===== config.mk =====
export PLATFORM = sky130hd
export DESIGN_NAME = imu_uart_packetizer
export DESIGN_NICKNAME = d
export VERILOG_FILES = /design/src/rtl/imu_uart_packetizer.sv
export SDC_FILE = /design/constraint.sdc
export NUM_CORES = 1
export LEC_CHECK = 0
export BUFFER_PORTS_ARGS = -buffer_cell sky130_fd_sc_hd__buf_2
export CORE_ASPECT_RATIO = 1.2
export CORE_MARGIN = 4
export CORE_UTILIZATION = 45
export DETAILED_ROUTE_END_ITERATION = 8
export HOLD_SLACK_MARGIN = 0.06
export PLACE_DENSITY_LB_ADDON = 0.3
export SLEW_MARGIN = 20
export SYNTH_ARGS = -nofsm -noshare
export SYNTH_HDL_FRONTEND = slang
export SYNTH_SLANG_ARGS = --single-unit

===== constraint.sdc =====
create_clock -name clk -period 10.3 [get_ports clk]
set_input_delay 0.515 -clock clk [delete_from_list [all_inputs] [get_ports clk]]
set_output_delay 0.515 -clock clk [all_outputs]
set_load 0.02 [all_outputs]

===== src/rtl/imu_uart_packetizer.sv =====
// Frames one multi-channel IMU sample as SYNC0 SYNC1 seq data... CHK and
// feeds it byte by byte to a UART transmitter over tx_start/tx_data/tx_busy.
module imu_uart_packetizer #(
  parameter int unsigned NUM_CH = 3,
  parameter logic [7:0]  SYNC0  = 8'hA5,
  parameter logic [7:0]  SYNC1  = 8'h5A
) (
  input  logic                  clk,
  input  logic                  rst_n,
  input  logic                  sample_valid,
  input  logic [16*NUM_CH-1:0]  sample_data,
  output logic                  sample_ready,
  output logic                  tx_start,
  output logic [7:0]            tx_data,
  input  logic                  tx_busy,
  output logic                  pkt_busy,
  output logic [7:0]            seq,
  output logic [7:0]            drop_cnt
);

  localparam int unsigned PKT_LEN  = 4 + 2 * NUM_CH;
  localparam logic [4:0]  LAST_IDX = 5'(PKT_LEN - 1);
  localparam int unsigned BSEL_W   = $clog2(2 * NUM_CH);

  localparam logic [1:0] S_IDLE    = 2'd0;
  localparam logic [1:0] S_LOAD    = 2'd1;
  localparam logic [1:0] S_WAIT_HI = 2'd2;
  localparam logic [1:0] S_WAIT_LO = 2'd3;

  logic [1:0]           state;
  logic [4:0]           idx;
  logic [16*NUM_CH-1:0] sample_q;
  logic [7:0]           chk_sum;
  logic [7:0]           data_bytes [2*NUM_CH];
  logic [4:0]           data_idx;
  logic [7:0]           cur_byte;
  logic                 handshake;
  logic                 in_sum;

  assign handshake = sample_valid & sample_ready;
  assign data_idx  = idx - 5'd3;
  assign in_sum    = (idx >= 5'd2) && (idx < LAST_IDX);

  // Channel k contributes its MSB then its LSB.
  always_comb begin
    for (int unsigned k = 0; k < NUM_CH; k++) begin
      data_bytes[2*k]   = sample_q[16*k+8 +: 8];
      data_bytes[2*k+1] = sample_q[16*k   +: 8];
    end
  end

  always_comb begin
    cur_byte = '0;
    if (idx == 5'd0)          cur_byte = SYNC0;
    else if (idx == 5'd1)     cur_byte = SYNC1;
    else if (idx == 5'd2)     cur_byte = seq;
    else if (idx == LAST_IDX) cur_byte = chk_sum;
    else                      cur_byte = data_bytes[data_idx[BSEL_W-1:0]];
  end

  always_ff @(posedge clk or negedge rst_n) begin
    if (!rst_n) begin
      state        <= S_IDLE;
      idx          <= '0;
      sample_q     <= '0;
      chk_sum      <= '0;
      sample_ready <= 1'b0;
      tx_start     <= 1'b0;
      tx_data      <= '0;
      pkt_busy     <= 1'b0;
      seq          <= '0;
    end else begin
      tx_start <= 1'b0;
      case (state)
        S_IDLE: begin
          if (handshake) begin
            sample_q     <= sample_data;
            idx          <= '0;
            chk_sum      <= '0;
            pkt_busy     <= 1'b1;
            sample_ready <= 1'b0;
            state        <= S_LOAD;
          end else begin
            sample_ready <= 1'b1;
          end
        end
        S_LOAD: begin
          if (!tx_busy) begin
            tx_data  <= cur_byte;
            tx_start <= 1'b1;
            if (in_sum) chk_sum <= chk_sum + cur_byte;
            state    <= S_WAIT_HI;
          end
        end
        S_WAIT_HI: begin
          if (tx_busy) state <= S_WAIT_LO;
        end
        S_WAIT_LO: begin
          if (!tx_busy) begin
            if (idx < LAST_IDX) begin
              idx   <= idx + 5'd1;
              state <= S_LOAD;
            end else begin
              seq          <= seq + 8'd1;
              pkt_busy     <= 1'b0;
              sample_ready <= 1'b1;
              state        <= S_IDLE;
            end
          end
        end
        default: state <= S_IDLE;
      endcase
    end
  end

  always_ff @(posedge clk or negedge rst_n) begin
    if (!rst_n) begin
      drop_cnt <= '0;
    end else if (sample_valid && !sample_ready && (drop_cnt != 8'hFF)) begin
      drop_cnt <= drop_cnt + 8'd1;
    end
  end

endmodule


==> results.py <==
metrics = {
    "place": {
        "dp_slack_ns": 5.69,
        "placed_area_um2": 5150,
        "place_hpwl_mm": 7.30,
        "place_congestion": 0.905,
        "portBuffers": 78,
    },
    "logic_synthesis": {
        "synth_top_area_cell": "dfrtp_1",
        "ys_seq_area_frac": 0.481,
        "async_flop_share": 1.00,
        "ys_ff_latch": 90,
        "syn_avg_cell_area_um2": 12.1,
        "ys_types": 54,
        "yosys-top-cells-area": "dfrtp_1 48%, mux2_2 14%, ha_1 4.5%",
        "syn_inst": 387,
        "synth_top_area_frac": 0.481,
        "synth_fp_nets": 457,
        "synthFlopType": "dfrtp_1",
        "synth_edf_count": 0,
        "syn-cell-area_um2": 4680,
        "synth-warning-count": 0,
    },
    "clock_network": {
        "cts_buffers": 9,
        "cts_tree": "yes",
        "cts_root_buf": "clkbuf_16",
        "clkTransAtPathRegs_ns": 0.06,
        "hold_buffers": 0,
        "htreeDepth": 3,
        "cts_setup_buffers": 0,
        "clkLatencyLatePin_ns": 0.34,
        "cts_sinks": 90,
        "ctsResizeCount": 0,
        "cts.path.max_buffers": 2,
    },
    "timing": {
        "min_period_over_period": 0.445,
        "fin_crit_ns": 4.58,
        "drv_slew": 0,
        "rsz0062_at_grt": "false",
        "hold_viol": 0,
        "fin_tns_setup_ns": 0,
        "fmaxAchievable_mhz": 218,
        "finClkSkew_ns": 0.00472,
        "maxSlewHeadroom": 0.339,
        "hold_ws_ns": 0.112,
        "tightest_slew_ns": 0.991,
        "setup_viol_count_final": 0,
        "fin_ws_ns": 5.72,
    },
    "final_layout": {
        "diodes": 0,
        "stdcell_area_um2": 5510,
        "nets": 529,
        "area_growth_pct": 17.5,
        "final_util": 0.545,
        "drive_gt1_frac": 0.358,
        "fillCellCount": 897,
    },
    "route": {
        "wire_per_inst_um": 16.9,
        "drc": 0,
        "routed_wirelength_mm": 9.97,
        "antenna_left": 0,
        "drtIter0Drc": 215,
        "via_per_inst": 5.52,
        "drt_pass1_iterations": 4,
        "num_vias": 3258,
    },
    "outcome": {
        "status": "finished, final reports clean",
    },
    "floorplanning": {
        "dieArea_um2": 12100,
        "die_w_um": 101,
        "die_h_um": 120,
        "core_um2": 10100,
        "num_rows": 40,
        "start_util": 0.463,
        "pin_count": 79,
    },
    "critical_path": {
        "required_ns": 10.53,
        "critPathArrivalTime_ns": 4.81,
        "crit_type": "reg -> reg",
        "endpoint_kind": "register",
        "startpoint_type": "register",
        "cp_max_fo": 21,
    },
    "job": {
        "max-cap-violations": 0,
    },
    "power": {
        "power_leakage_uw": 0.00258,
        "vdd_ir_drop_max_uv": 143,
        "power.density_nw_per_um2": 292,
    },
    "global_routing": {
        "grt_pass1_wl_mm": 16.3,
        "grt_pass1_vias": 3308,
        "antenna_found_initial": 0,
        "gr-total-overflow": 0,
        "grt_max_degree": 56,
        "grt.total_usage": 0.170,
    },
    "worst_hold_path": {
        "min_path_type": "in -> async",
    },
}
-- routing by layer --
metal  up-vias  part of all wire  global-route usage
li1       1570                 -                   -
met1      1597              0.46               0.231
met2        78              0.47               0.264
met3        13             0.051              0.0331
met4         0             0.016              0.0707
met5         -                 0                   0
-- path summary, 6_finish.rpt --
check / startpoint / endpoint / slack [ns] / depth (start not counted)
min in group clk: sample_data[26] / sample_q[26]$_DFFE_PN0P_ / 0.40 / 2
max: idx[0]$_DFFE_PN0P_ / chk_sum[6]$_DFFE_PN0P_ / 5.72 / 15
max in group asynchronous: rst_n / sample_q[11]$_DFFE_PN0P_ / 9.14 / 2
max reg2reg: idx[0]$_DFFE_PN0P_ / chk_sum[6]$_DFFE_PN0P_ / 5.72 / 15
min: rst_n / seq[4]$_DFFE_PN0P_ / 0.11 / 1
min reg2reg: chk_sum[7]$_DFFE_PN0P_ / chk_sum[7]$_DFFE_PN0P_ / 0.49 / 1
-- flip-flops by register name (all words and copies together) (netlist names), 2 cells and up --
name / cells
sample_q: 48
chk_sum: 8
drop_cnt: 8
seq: 8
tx_data: 8
idx: 5
state: 2
-- power by group --
| part | switching (uW) | internal [uW] |
|---|---|---|
| sequential | 106 | 497 |
| combinational | 311 | 317 |
| clock | 135 | 244 |
-- area by class of cell --
class | instances | area, um^2 | share of cell area
timing repair buffer | 80 | 408 | 0.0741
clock buffer | 10 | 239 | 0.0434
multi-input combinational | 268 | 2300 | 0.417
tap | 126 | 158 | 0.0286
sequential | 90 | 2250 | 0.409
clock inverter | 6 | 113 | 0.0205
inverter | 10 | 37.5 | 0.00682
-- kinds of logic (layout without fill, tap and decap cells) --
group | count (synthesis) | in the layout | share of synthesized area
flops | 90 | 90 | 0.481
compound gates | 83 | 83 | 0.117
mux | 75 | 75 | 0.201
simple gates | 71 | 71 | 0.0809
buf+inv | 29 | 106 | 0.0296
xor+xnor | 21 | 21 | 0.0409
fa+ha+maj | 18 | 18 | 0.0497
-- critical path: stages, from the launching register on --
cell and delay [ns]:
dfrtp_1 0.99, inv_1 0.22, ha_1 0.73, mux4_1 0.38, nand2_1 0.08, o311ai_0 0.13
a32oi_1 0.19, o21ai_0 0.13, ha_1 0.26, fa_1 0.43, a21o_1 0.19, a21oi_1 0.22
o21bai_1 0.08, a21oi_1 0.17, xnor2_1 0.09, a22o_1 0.17
-- synth_stat cells (2+ instances only) --
cell type,instances
buf_1,2
o311ai_0,3
mux4_2,3
nand2_1,18
clkbuf_1,7
buf_4,2
and3_1,2
a21oi_1,18
buf_6,2
nor3_1,4
buf_2,6
and2_1,3
nor2b_1,3
o21bai_1,2
xnor2_1,15
mux4_1,5
nand3_1,3
mux2i_1,9
inv_1,9
xor2_1,5
o21a_1,5
nor4_1,2
nand4_1,8
a21o_1,2
a211oi_1,2
nand2b_1,3
a22o_1,8
o211ai_1,2
o31ai_1,4
mux2_2,58
ha_1,17
a31oi_1,2
nor2_1,18
o21ai_0,24
dfrtp_1,90
a32oi_1,3
-- layout by cell type (no fill, tap or decap), drive strengths merged, types with 2 or more instances in the layout --
| cell type | synthesis | final |
|---|---|---|
| dfrtp | 90 | 90 |
| buf | 12 | 80 |
| mux2 | 58 | 58 |
| o21ai | 25 | 25 |
| nor2 | 18 | 18 |
| nand2 | 18 | 18 |
| a21oi | 18 | 18 |
| ha | 17 | 17 |
| xnor2 | 15 | 15 |
| inv | 10 | 11 |
| clkbuf | 7 | 10 |
| mux2i | 9 | 9 |
| nand4 | 8 | 8 |
| a22o | 8 | 8 |
| mux4 | 8 | 8 |
| xor2 | 6 | 6 |
| o21a | 5 | 5 |
| nor3 | 4 | 4 |
| o31ai | 4 | 4 |
| and2 | 3 | 3 |
| nor2b | 3 | 3 |
| nand2b | 3 | 3 |
| o311ai | 3 | 3 |
| a32oi | 3 | 3 |
| bufinv | 0 | 3 |
| a31oi | 3 | 3 |
| nand3 | 3 | 3 |
| nor4 | 2 | 2 |
| o211ai | 2 | 2 |
| and3 | 2 | 2 |
| a211oi | 2 | 2 |
| a21o | 2 | 2 |
| o21bai | 2 | 2 |
| nand3b | 2 | 2 |
| clkinv | 0 | 2 |
-- through the flow --
stage          total power [uW]  std cells
5_1_grt                    1710        590
6_report                   1610        590
3_5_place_dp               1240        574
3_3_place_gp               1210        574
2_1_floorplan              1070        387
4_1_cts                    1620        590
(Power assumes the default switching activity.)
